### config.mk
export PLATFORM = sky130hd
export DESIGN_NAME = button_chord_encoder
export DESIGN_NICKNAME = d
export VERILOG_FILES = /design/src/rtl/button_chord_encoder.sv
export SDC_FILE = /design/constraint.sdc
export NUM_CORES = 1
export LEC_CHECK = 0
export CAP_MARGIN = 20
export CORE_UTILIZATION = 40
export CTS_BUF_LIST = sky130_fd_sc_hd__clkbuf_4 sky130_fd_sc_hd__clkbuf_8
export CTS_CLUSTER_SIZE = 24
export DETAILED_ROUTE_END_ITERATION = 8
export PLACE_DENSITY = 0.63
export SLEW_MARGIN = 20
export SYNTH_ARGS = -nofsm -noshare
export SYNTH_HDL_FRONTEND = slang
export SYNTH_SLANG_ARGS = --single-unit
### constraint.sdc
create_clock -name clk_48 -period 2.15 [get_ports clk_48]
set_input_delay 0.43 -clock clk_48 [delete_from_list [all_inputs] [get_ports clk_48]]
set_output_delay 0.43 -clock clk_48 [all_outputs]
set_load 0.05 [all_outputs]
### src/rtl/button_chord_encoder.sv
// Pushbutton chord encoder: synchronises and debounces four active-low keys,
// accumulates every key held during one press episode, and on full release
// emits the chord as a one-clock button code followed by a holdoff gap.
//
// state   | meaning
// --------+-----------------------------------------------------------------
// IDLE    | no keys held, ready to start a new chord
// COLLECT | at least one key held, OR-ing every held key into the chord
// GAP     | code just emitted; wait out holdoff and a full release
module button_chord_encoder #(
    parameter int DEBOUNCE_CYCLES = 960000,
    parameter int HOLDOFF_CYCLES  = 2400000
) (
    input  logic       clk_48,
    input  logic       reset_n,
    input  logic [3:0] buttons_n,
    output logic [3:0] code,
    output logic       busy,
    output logic [3:0] debounced
);

    localparam int DB_W = $clog2(DEBOUNCE_CYCLES + 1);
    localparam int HO_W = $clog2(HOLDOFF_CYCLES + 1);
    localparam logic [DB_W-1:0] DB_LAST = DB_W'(DEBOUNCE_CYCLES - 1);
    localparam logic [DB_W-1:0] DB_ONE  = DB_W'(1);
    localparam logic [HO_W-1:0] HO_DONE = HO_W'(HOLDOFF_CYCLES);
    localparam logic [HO_W-1:0] HO_ONE  = HO_W'(1);

    typedef enum logic [1:0] {
        IDLE    = 2'd0,
        COLLECT = 2'd1,
        GAP     = 2'd2
    } state_t;

    logic [3:0]      sync_a;
    logic [3:0]      sync_b;
    logic [3:0]      pressed;
    state_t          state;
    state_t          state_next;
    logic [3:0]      chord;
    logic [3:0]      chord_next;
    logic [3:0]      code_next;
    logic [HO_W-1:0] hold_cnt;
    logic [HO_W-1:0] hold_next;

    // Two-flop synchroniser; resets to the released level so no phantom press.
    always_ff @(posedge clk_48 or negedge reset_n) begin
        if (!reset_n) begin
            sync_a <= 4'hF;
            sync_b <= 4'hF;
        end else begin
            sync_a <= buttons_n;
            sync_b <= sync_a;
        end
    end

    assign pressed = ~sync_b;

    for (genvar i = 0; i < 4; i++) begin : g_debounce
        logic [DB_W-1:0] db_cnt;

        // Accept a new level only after DEBOUNCE_CYCLES consecutive mismatching clocks.
        always_ff @(posedge clk_48 or negedge reset_n) begin
            if (!reset_n) begin
                db_cnt       <= '0;
                debounced[i] <= 1'b0;
            end else if (pressed[i] == debounced[i]) begin
                db_cnt <= '0;
            end else if (db_cnt == DB_LAST) begin
                debounced[i] <= pressed[i];
                db_cnt       <= '0;
            end else begin
                db_cnt <= db_cnt + DB_ONE;
            end
        end
    end

    // Next-state and datapath decisions; code defaults to idle so it pulses one clock.
    always_comb begin
        state_next = state;
        chord_next = chord;
        code_next  = 4'h0;
        hold_next  = hold_cnt;
        case (state)
            IDLE: begin
                if (debounced != 4'h0) begin
                    chord_next = debounced;
                    state_next = COLLECT;
                end
            end
            COLLECT: begin
                chord_next = chord | debounced;
                if (debounced == 4'h0) begin
                    code_next  = chord;
                    hold_next  = '0;
                    state_next = GAP;
                end
            end
            GAP: begin
                if (hold_cnt != HO_DONE) begin
                    hold_next = hold_cnt + HO_ONE;
                end
                // A key still held after holdoff keeps us here until it is released.
                if ((hold_cnt == HO_DONE) && (debounced == 4'h0)) begin
                    state_next = IDLE;
                end
            end
            default: begin
                state_next = IDLE;
            end
        endcase
    end

    // State, chord, holdoff counter and registered outputs.
    always_ff @(posedge clk_48 or negedge reset_n) begin
        if (!reset_n) begin
            state    <= IDLE;
            chord    <= 4'h0;
            code     <= 4'h0;
            hold_cnt <= '0;
            busy     <= 1'b0;
        end else begin
            state    <= state_next;
            chord    <= chord_next;
            code     <= code_next;
            hold_cnt <= hold_next;
            busy     <= (state_next != IDLE);
        end
    end

endmodule

==> results.sh <==
export IMPL_io_pins=15
export IMPL_final_antenna_net_count=0
export IMPL_cts_buffers=17
export IMPL_slowest_stage="clkdlybuf4s50_1"
export IMPL_top_layer="met4"
export IMPL_layout_setup_ws_ns=0.0713
export IMPL_fillers=1278
export IMPL_switching_share_pct=24.8
export IMPL_async_reset_ff_share_pct=100
export IMPL_start_util_pct=41.6
export IMPL_crit_path_end_kind="primary output"
export IMPL_synth_top_area_share_pct=50.2
export IMPL_rsz0062_at_grt="false"
export IMPL_vias=4156
export IMPL_die_area_um2=15100
export IMPL_grt_antenna_before_repair=0
export IMPL_critPathBufInv=1
export IMPL_p_leak_nw=2.89
export IMPL_core_um2=14000
export IMPL_arrival_ns=1.65
export IMPL_cp_start_kind="register"
export IMPL_whs_ns=0.358
export IMPL_holdPathStages=0
export IMPL_timing_rr_end="hold_cnt[13]"
export IMPL_finalCriticalPeriod_ns=2.08
export IMPL_pre_cts_ws_ns=0.252
export IMPL_die_h_um=123
export IMPL_worstPathRequired_ns=1.72
export IMPL_max_freq_ghz=0.481
export IMPL_clock_path_buffers=2
export IMPL_synth_edf_count=0
export IMPL_power_frac_seq_pct=54.0
export IMPL_post_synth_main_area_contributors="dfrtp_1 (50%), xor2_1 (8.1%), nor2_1 (7.5%)"
export IMPL_gp_congestion=0.807
export IMPL_totalPowerFinal_mw=4.46
export IMPL_syn2layout_area_growth_pct=13.6
export IMPL_status="finished clean"
export IMPL_worstMarginPinSlew_ns=0.561
export IMPL_peakVddDrop_mv=0.391
export IMPL_dr_wl_met3_um=268
export IMPL_slew_headroom_pct=62.3
export IMPL_hpwl_um=7440
export IMPL_crit_family="buffers and inverters"
export IMPL_vias_per_cell=5.16
export IMPL_critPathMaxStageDelay_ns=0.81
export IMPL_grt_usage_pct=16.2
export IMPL_worstReg2RegStart="hold_cnt[0]"
export IMPL_dr_first_iter_drc_count=231
export IMPL_die_x_um=123
export IMPL_slew_viol_final=0
export IMPL_syn_inst=576
export IMPL_path_max_fanout=1
export IMPL_fin_setup_tns_ns=0
export IMPL_port_buffers=14
export IMPL_avgRoutedWirePerCell_um=13.3
export IMPL_drc=0
export IMPL_grt_max_degree=49
export IMPL_seq_area_frac_synth_pct=53.8
export IMPL_hold_end="sync_b[2]"
export IMPL_ys_warn_count=0
export IMPL_final_setup_viol_count=0
export IMPL_worst_skew_pair_late_latency_ns=0.45
export IMPL_synthDistinctLibCells=44
export IMPL_finClkSkew_ns=0.0122
export IMPL_wl_um=10700
export IMPL_yosysMostFrequentCell="dfrtp_1"
export IMPL_antennaDiodeCount=0
export IMPL_netlist_top_cell_by_area="dfrtp_1"
export IMPL_synthFlopType="dfrtp_1"
export IMPL_p_switching_mw=1.11
export IMPL_cap_viol_max_count=0
export IMPL_grt_pass1_vias=4042
export IMPL_cts_sinks=125
export IMPL_grt_pass1_wl_um=18700
export IMPL_rows=43
export IMPL_crit_type="reg -> out"
export IMPL_root_buffer="clkbuf_8"
export IMPL_syn_area_um2=5840
export IMPL_drive_gt1_share_pct=10.9
export IMPL_p_clk_share_pct=43.0
export IMPL_syn_nets=588
export IMPL_power_frac_comb_pct=3.1
export IMPL_worst_hold_startpoint="sync_a[2]"
export IMPL_fin_nets=624
export IMPL_synth_common_cells="dfrtp_1 (117), nor2_1 (116), xor2_1 (54)"
export IMPL_power_density_nw_per_um2=672
export IMPL_cts_tree="done"
export IMPL_min_period_over_period_pct=96.7
export IMPL_wl_met2_um=5100
export IMPL_met1Wirelength_um=5020
export IMPL_path_clk_slew_ns=0.08
export IMPL_grt_overflow=0
export IMPL_min_path_type="reg -> reg"
export IMPL_cts_htree_levels=4
export IMPL_synth_seq_cells=125
export IMPL_crit_chain="clkdlybuf4s50_1"
export IMPL_rrSetupSlack_ns=0.24
export IMPL_hold_violations=0
export IMPL_p_int_mw=3.35
export IMPL_ff2ff_path_depth=7
export IMPL_firstDrtPassIters=4
export IMPL_avgSynthCellArea_um2=10.1
==> cells in the final DEF (no fill, tap or decap), types with 5 or more instances in the layout <==
| master | Yosys | final |
|---|---|---|
| nor3_1 | 12 | 12 |
| o21ai_0 | 9 | 9 |
| and2_1 | 8 | 8 |
| clkdlybuf4s50_1 | 0 | 9 |
| clkbuf_8 | 0 | 17 |
| buf_4 | 2 | 16 |
| and4_1 | 12 | 12 |
| xor2_1 | 54 | 54 |
| dfrtp_1 | 117 | 117 |
| nor2_1 | 116 | 116 |
| a21oi_1 | 9 | 9 |
| or3_1 | 5 | 5 |
| and3_1 | 13 | 13 |
| xnor2_1 | 33 | 33 |
| ha_1 | 6 | 6 |
| nand3_1 | 38 | 38 |
| inv_1 | 10 | 10 |
| nand2_1 | 42 | 42 |
| dfstp_2 | 8 | 8 |
| nand4_1 | 28 | 28 |
==> stage by stage <==
step | instances | area, µm² | util, %
6_report | 805 | 6630 | 47.2
5_1_grt | 805 | 6630 | 47.2
4_1_cts | 805 | 6630 | 47.2
3_5_place_dp | 772 | 6250 | 44.5
3_3_place_gp | 772 | 6250 | 44.5
2_1_floorplan | 576 | 5840 | -
==> power groups by stage <==
stage | combinational, mW | sequential, mW | clock [mW]
after floorplan | 0.0543 | 2.45 | 0
final | 0.136 | 2.41 | 1.92
after global placement | 0.135 | 2.45 | 0
after global routing | 0.159 | 2.41 | 2.09
after CTS | 0.143 | 2.41 | 2.00
after detailed placement | 0.141 | 2.45 | 0
==> worst max-delay path by stage <==
stage                   end  slack, ns  cells after the start          from
6_report            code[2]       0.07                      1       code[2]
5_1_grt             code[2]       0.02                      1       code[2]
2_1_floorplan   hold_cnt[2]       0.26                      5  debounced[1]
4_1_cts             code[2]       0.02                      1       code[2]
3_5_place_dp   hold_cnt[17]       0.25                      4  debounced[1]
3_3_place_gp    hold_cnt[3]       0.29                      4  debounced[1]
==> flip-flops by register name, summed over array words and instances (netlist names) <==
| name | count |
|---|---|
| state | 2 |
| chord | 4 |
| code | 4 |
| sync_a | 4 |
| busy | 1 |
| debounced | 4 |
| sync_b | 4 |
| g_debounce.db_cnt | 80 |
| hold_cnt | 22 |
==> per-layer routing <==
layer	vias to the layer above	track usage, %
li1	2041	-
met1	2057	20.3
met2	34	25.2
met3	24	4.32
met4	0	9.30
met5	-	0
==> cell families (layout without fill, tap and decap cells) <==
family	after synthesis	count (layout)	synth area share [%]
xor gates and xnor gates	87	87	13.1
AOI/OAI and AO/OA	27	27	2.74
buffers and inverters	24	73	2.21
and+or+nand+nor	306	306	26.8
adders and majority gates	6	6	1.29
DFF	125	125	53.8
muxes	1	1	0.172
==> timing repair <==
| action | CTS | global route |
|---|---|---|
| buffers inserted | 0 | 0 |
| hold buffers | 1 | 0 |
| setup endpoints to repair | 3 | 0 |
| endpoints found under the hold margin | 29 | 0 |
| resized for setup | 3 | 0 |
==> final cells by class <==
class                      instances  area, µm²  area share [%]
inverter                          10       37.5           0.566
timing repair buffer              31        287            4.32
clock inverter                    15        140            2.11
clock buffer                      17        234            3.53
tap                              180        225            3.40
multi-input combinational        427       2570            38.7
sequential                       125       3140            47.3
Note: power is estimated with default switching activity, not from simulation.
